<file path="src/rtl/uart_tx.sv">
// Buffered 8N1 UART transmitter: a small byte FIFO accepts bytes over valid/ready.
// A four-state FSM sends the queued bytes LSB first at CLK_HZ/BAUD_RATE clocks per bit.
module uart_tx #(
  parameter int CLK_HZ     = 50000000,
  parameter int BAUD_RATE  = 9650,
  parameter int FIFO_DEPTH = 4
) (
  input  logic                          clk50Mhz,
  input  logic                          reset,
  input  logic [7:0]                    txData,
  input  logic                          txValid,
  output logic                          txReady,
  output logic                          portTX,
  output logic                          busy,
  output logic [$clog2(FIFO_DEPTH):0]   fifoCount
);

  localparam int CLKS_PER_BIT = CLK_HZ / BAUD_RATE;
  localparam int PTR_W        = $clog2(FIFO_DEPTH);
  localparam int CNT_W        = PTR_W + 1;

  typedef enum logic [1:0] {IDLE, START, DATA, STOP} state_e;

  state_e             state_q, state_d;
  logic [15:0]        baud_cnt_q, baud_cnt_d;
  logic [2:0]         bit_idx_q, bit_idx_d;
  logic [7:0]         shift_q, shift_d;
  logic               tx_q, tx_d;
  logic [PTR_W-1:0]   wr_ptr_q, wr_ptr_d;
  logic [PTR_W-1:0]   rd_ptr_q, rd_ptr_d;
  logic [CNT_W-1:0]   count_q, count_d;
  logic [7:0]         mem_q [FIFO_DEPTH];

  logic fifo_full, fifo_empty, push, pop, baud_done;
  logic [7:0] head;

  assign fifo_full  = (count_q == CNT_W'(FIFO_DEPTH));
  assign fifo_empty = (count_q == '0);
  // Readiness comes from the registered count only, so a pop in the same
  // cycle never opens room for a push into a full FIFO.
  assign txReady    = ~reset & ~fifo_full;
  assign push       = txValid & txReady;
  assign head       = mem_q[rd_ptr_q];
  assign baud_done  = (baud_cnt_q == 16'(CLKS_PER_BIT - 1));

  assign portTX    = tx_q;
  assign busy      = (state_q != IDLE) | ~fifo_empty;
  assign fifoCount = count_q;

  // NOTE: every variable gets a default before the case so no path leaves it
  // unassigned; otherwise synthesis infers a latch.
  always_comb begin
    state_d    = state_q;
    baud_cnt_d = baud_done ? 16'd0 : baud_cnt_q + 16'd1;
    bit_idx_d  = bit_idx_q;
    shift_d    = shift_q;
    tx_d       = tx_q;
    pop        = 1'b0;

    unique case (state_q)
      IDLE: begin
        tx_d       = 1'b1;
        baud_cnt_d = 16'd0;
        if (!fifo_empty) begin
          pop     = 1'b1;
          shift_d = head;
          state_d = START;
          tx_d    = 1'b0;
        end
      end
      START: begin
        if (baud_done) begin
          state_d   = DATA;
          bit_idx_d = 3'd0;
          tx_d      = shift_q[0];
        end
      end
      DATA: begin
        if (baud_done) begin
          if (bit_idx_q == 3'd7) begin
            state_d = STOP;
            tx_d    = 1'b1;
          end else begin
            bit_idx_d = bit_idx_q + 3'd1;
            tx_d      = shift_q[bit_idx_q + 3'd1];
          end
        end
      end
      STOP: begin
        if (baud_done) begin
          if (!fifo_empty) begin
            pop     = 1'b1;
            shift_d = head;
            state_d = START;
            tx_d    = 1'b0;
          end else begin
            state_d = IDLE;
            tx_d    = 1'b1;
          end
        end
      end
      default: state_d = IDLE;
    endcase
  end

  always_comb begin
    wr_ptr_d = push ? wr_ptr_q + PTR_W'(1) : wr_ptr_q;
    rd_ptr_d = pop  ? rd_ptr_q + PTR_W'(1) : rd_ptr_q;
    count_d  = count_q + CNT_W'(push) - CNT_W'(pop);
  end

  // NOTE: sequential state uses non-blocking assignments so every flop
  // samples the pre-edge values regardless of statement order.
  always_ff @(posedge clk50Mhz or posedge reset) begin
    if (reset) begin
      state_q    <= IDLE;
      baud_cnt_q <= 16'd0;
      bit_idx_q  <= 3'd0;
      shift_q    <= 8'd0;
      tx_q       <= 1'b1;
      wr_ptr_q   <= '0;
      rd_ptr_q   <= '0;
      count_q    <= '0;
    end else begin
      state_q    <= state_d;
      baud_cnt_q <= baud_cnt_d;
      bit_idx_q  <= bit_idx_d;
      shift_q    <= shift_d;
      tx_q       <= tx_d;
      wr_ptr_q   <= wr_ptr_d;
      rd_ptr_q   <= rd_ptr_d;
      count_q    <= count_d;
    end
  end

  // NOTE: the storage array is not reset; the cleared pointers and count
  // make stale entries unreachable, and this keeps it mappable to RAM.
  always_ff @(posedge clk50Mhz) begin
    if (push) mem_q[wr_ptr_q] <= txData;
  end

endmodule

</file>
<file path="config.mk">
export PLATFORM = sky130hd
export DESIGN_NAME = uart_tx
export DESIGN_NICKNAME = d
export VERILOG_FILES = /design/src/rtl/uart_tx.sv
export SDC_FILE = /design/constraint.sdc
export NUM_CORES = 1
export LEC_CHECK = 0
export ABC_AREA = 1
export CAP_MARGIN = 20
export CORE_MARGIN = 5
export CORE_UTILIZATION = 31
export DETAILED_ROUTE_END_ITERATION = 8
export PLACE_DENSITY_LB_ADDON = 0.05
export SYNTH_ARGS = -nofsm -noshare
export SYNTH_HDL_FRONTEND = slang
export SYNTH_SLANG_ARGS = --single-unit
</file>
<file path="constraint.sdc">
create_clock -name clk50Mhz -period 5.5 [get_ports clk50Mhz]
set_clock_uncertainty 0.2 [all_clocks]
set_input_delay 1.1 -clock clk50Mhz [delete_from_list [all_inputs] [get_ports clk50Mhz]]
set_output_delay 1.1 -clock clk50Mhz [all_outputs]
set_load 0.02 [all_outputs]
</file>
Yosys cells after proc, flatten, opt, wreduce, memory -nomap -nowiden --
Memory sizes are Yosys's and may differ from the RTL's. Cells that the tools add are included.
Word-level totals: flip-flop bits (word level) 37, RAM bits 32, output and inout bits 6, memories kept 1
Memories:
- mem_q | depth 4, width 8, rd ports 1, clocked after Yosys merged registers in 0, wr ports 1, RTL line 32 | logic [7:0] mem_q [FIFO_DEPTH];
Operators by class: add/sub/neg operators 6, order comparisons 1, equal/unequal tests 12, mux-type cells 29, bitwise logic cells 6, reduce and logical (&&, ||, !) cells 9
Operators with widths (count):
- two-way mux 16 bit | 2
- adder 16 x 1 -> 16 bit (second input constant) | 1
- equality test 16 x 13 -> 1 bit (second input constant) | 1
- two-way mux 8 bit | 2
- case mux 8 bit (2 select lines) | 1
- inequality test 2 bit (second input constant) | 6
- two-way mux 1 bit | 11
- two-way mux 2 bit | 5
- two-way mux 3 bit | 3
- case mux 2 bit (4 select lines) | 1
- equality test 3 bit (second input constant) | 2
- case mux 3 bit (2 select lines) | 1
- nonzero test 2 bit | 3
- AND reduction 5 bit | 1
- adder 2 x 1 -> 2 bit (second input constant) | 2
- equality test 2 bit (second input constant) | 2
- < comparator 3 x 4 -> 1 bit (second input constant) | 1
- case mux 1 bit (4 select lines) | 1
- AND reduction 4 bit | 1
- adder 3 x 1 -> 3 bit | 1
- adder 3 x 1 -> 3 bit (second input constant) | 1
- binary-select mux 1 bit (select 3 bit) | 1
- zero test 3 bit | 1
- NOT 1 bit | 3
- 8 further kinds | 9

Depth between registers and ports, before layout --
word-level depth 6, gate-level depth with buffers 15

Worst setup path before layout --
OpenSTA, ideal clock, no wires.
kind input -> register, start point input reset, end point register count_q[2] (netlist: fifoCount[2]), arrival time 2991 ps, data required time 5171 ps, setup slack 2180 ps, cell stages on the path 9, buffers on the path 0, path through a31oi_1 -> nand2_1 -> ha_1 -> inv_1 -> ha_1 -> inv_1 -> fa_1 -> xnor2_1 -> xor2_1
On the way: cells in the longest elaborated chain, start to end 5
Ends and longest elaborated chain:
- from (decl) | RTL line 9 | input logic reset,
- NOT 1 bit | RTL line 41 | assign txReady = ~reset & ~fifo_full;
- bitwise AND 1 bit | RTL line 41
- bitwise AND 1 bit | RTL line 42 | assign push = txValid & txReady;
- adder 3 x 1 -> 3 bit | RTL line 109 | count_d = count_q + CNT_W'(push) - CNT_W'(pop);
- subtractor 3 x 1 -> 3 bit | RTL line 109
- named net count_d[2] | RTL line 31 | logic [CNT_W-1:0] count_q, count_d;
- to (signal assigned) | RTL line 132 | count_q <= count_d;
- to (decl) | RTL line 31
The timed path passes the listed nets, and every way through them passes these cells. A chain may end at the register's enable or synchronous reset.

Final worst setup path --
start point input reset, end point output txReady
On the way: cells in the longest elaborated chain, start to end 2
Ends and longest elaborated chain:
- NOT 1 bit | RTL line 41
- bitwise AND 1 bit | RTL line 41
- to (decl) | RTL line 12 | output logic txReady,
No other way between the ends.

==> qor.yml <==
status: "finished, final reports clean"
routed_wirelength_mm: 6.237
synth.avg_cell_area_sq_um: 10.26
synthTopCellsByArea: "edfxtp_1 (29%), dfrtp_1 (27%), ha_1 (5.6%)"
finalPower_w: 0.001244
drc_errors: 0
synth_cell_types: 37
hold_path_class: "reg2reg"
n_antenna_cell: 0
cts_max_path_buffers: 2
sw_frac_of_total_pct: 26.23
antenna_found_initial: 0
ios: 17
crit_chain: "clkdlybuf4s50_1 > a31oi_1 > clkdlybuf4s50_1"
setup-tns-final_ps: 0
synth_top_area_share_pct: 28.83
drv_slew: 0
ys_seq_area_share_pct: 56.64
cts_root_buf: "clkbuf_8"
synth_edf_count: 32
startpoint_type: "input port"
max_clock_freq_mhz: 275.0
synth_ff_type: "dfrtp_1"
seq_area_sq_um: 1888
critPathCaptureType: "output port"
whs_ps: 284.3
grt_max_degree: 38
power_density_nw_per_um2: 321.6
die_area_sq_um: 12930
grtUsageMet3_pct: 4.456
internal-power_w: 0.0009174
cts_buffers: 9
multi_input_area_sq_um: 1215
row_count: 37
port-buffer-count: 16
busiest_layer: "met2"
drt_iter0_drc: 82
post-cts-setup-buffer-count: 0
required_ps: 4200
cts_resized: 0
ys_ff_latch: 69
critPathSlowestCell: "clkdlybuf4s50_1"
async_reset_ff_share_pct: 53.62
dp_hpwl_mm: 4.418
synth_top_cell_by_area: "edfxtp_1"
tightest_slew_ps: 782.5
final_core_util_pct: 37.13
vias: 2110
firstDrtPassIters: 4
die_x_um: 113.7
yosys_warnings: 0
worstSetupPathType: "in2out"
relSlewSlack_pct: 47.83
mostFrequentLayoutCells: "inv_1 (50), nand2_1 (42), nor2_1 (37), dfrtp_1 (36), edfxtp_1 (32)"
grt_pass1_wl_mm: 10.65
path_common_cell: "clkdlybuf4s50_1"
routed_via_density: 4.306
p_clk_share_pct: 37.4
ant_nets: 0
met1_usage_pct: 14.72
nFillCells: 1072
vdd_drop_max_mv: 0.2258
area_growth_pct: 16.03
switching_power_w: 0.0003262
hold_buffers: 0
start_util_pct: 32.00
worstSkewPairLatency_ps: 350
cp.arrival_ps: 2340
synthCells: 325
power_frac_comb_pct: 13.1
final_common_cell: "inv_1"
grt_pass1_vias: 2108
fin_crit_sh_pct: 66.12
drive_gt1_share_pct: 11.30
clkSlewWorstSetupHoldPaths_ps: 70
avgRoutedWirePerCell_um: 12.73
hold_viol: 0
nNetsFinal: 376
syn_area_sq_um: 3333
crit_fanout: 2
htreeDepth: 3
fin_crit_ps: 3637
slowest_delay_ps: 640
syn-num-nets: 352
cts_tree: "done"
finalSetupViolations: 0
rsz0062_at_grt: "no"
cellLeakagePower_nw: 1.707
pwr-share-seq_pct: 49.5
grt-ovfl-total: 0
die_h_um: 113.7
use_met2_pct: 15.16
worst-path-buf-inv: 2
grt_use_total_pct: 10.73
clock_sinks: 69
maxCapViolations: 0
core_sq_um: 10420
gp_congestion: 0.7818
cp_top_family: "buffers and inverters"
==> flip-flops by register name (all words and copies together) (netlist names) <==
name and cells:
bit_idx_q 3, baud_cnt_q 16, rd_ptr_q 2, shift_q 8, portTX 1, state_q 2
fifoCount 3, mem_q 32, wr_ptr_q 2
==> worst reg2reg max path, delay by kind of cell (launching register included) <==
family | cells | cell delay [ps]
fa+ha+maj | 4 | 1040
xor+xnor | 2 | 330
flops | 1 | 440
simple gates | 1 | 110
buf+inv | 5 | 500
compound gates | 1 | 240
==> per-layer routing <==
layer	wire [um]	vias to the layer above
li1	-	1117
met5	0	-
met4	96	0
met1	3317	959
met3	235	8
met2	2588	26
==> path summary, 6_finish.rpt <==
path,start,endpoint,slack [ps],cells after the start
worst max register to register,state_q[0]$_DFFE_PP0P_,fifoCount[2]$_DFF_PP0_,2580,13
max in group asynchronous,reset,portTX$_DFFE_PP1P_,3720,3
worst min-delay path,portTX$_DFFE_PP1P_,portTX$_DFFE_PP1P_,280,2
worst min register to register,portTX$_DFFE_PP1P_,portTX$_DFFE_PP1P_,280,2
min in group asynchronous,reset,fifoCount[2]$_DFF_PP0_,1000,3
worst max-delay path,reset,txReady,1860,3
==> cell type report <==
cell class | instances | area share (%)
tap | 136 | 4.400
clock inverter | 6 | 2.426
timing repair buffer | 17 | 4.335
multi-input combinational | 198 | 31.41
inverter | 54 | 5.306
clock buffer | 10 | 3.300
sequential | 69 | 48.82
==> synth_stat cells (2+ instances only) <==
| cell | n |
|---|---|
| xnor2_1 | 4 |
| mux2i_1 | 8 |
| o21ai_2 | 8 |
| a21oi_1 | 7 |
| edfxtp_1 | 32 |
| o22ai_1 | 8 |
| nor2_4 | 2 |
| nand2_4 | 2 |
| nor2_1 | 37 |
| dfrtp_1 | 36 |
| nand3b_1 | 3 |
| nand4_1 | 2 |
| buf_2 | 2 |
| nand2_2 | 4 |
| xor2_1 | 8 |
| o21ai_0 | 15 |
| nor3_1 | 6 |
| nand2_1 | 42 |
| inv_2 | 2 |
| nand3_1 | 17 |
| inv_1 | 50 |
| ha_1 | 15 |
==> power by group through the flow <==
stage               Sequential (W)  Combinational (W)  Clock, W
floorplan                 0.000635          0.0000925         0
global placement          0.000627           0.000169         0
detailed placement        0.000627           0.000169         0
CTS                       0.000616           0.000170  0.000489
global route              0.000622           0.000191  0.000510
finish                    0.000615           0.000163  0.000465
==> cells by family (layout without fill, tap and decap cells) <==
| kind of cell | after synthesis | count (layout) | synth area share, % |
|---|---|---|---|
| buffers and inverters | 58 | 87 | 6.907 |
| AOI/OAI and AO/OA | 43 | 43 | 8.296 |
| and+or+nand+nor | 119 | 119 | 16.37 |
| DFF | 69 | 69 | 56.64 |
| muxes | 8 | 8 | 2.402 |
| adders and majority gates | 16 | 16 | 6.231 |
| xor gates and xnor gates | 12 | 12 | 3.153 |
==> metrics by stage <==
step	area [sq um]	worst slack, ps	std cells
3_5_place_dp	3646	1841	474
6_report	3867	1863	490
3_3_place_gp	3646	1865	474
2_1_floorplan	3333	2180	325
4_1_cts	3867	1845	490
5_1_grt	3867	1727	490
No activity file was read; power rests on OpenSTA's default activity.
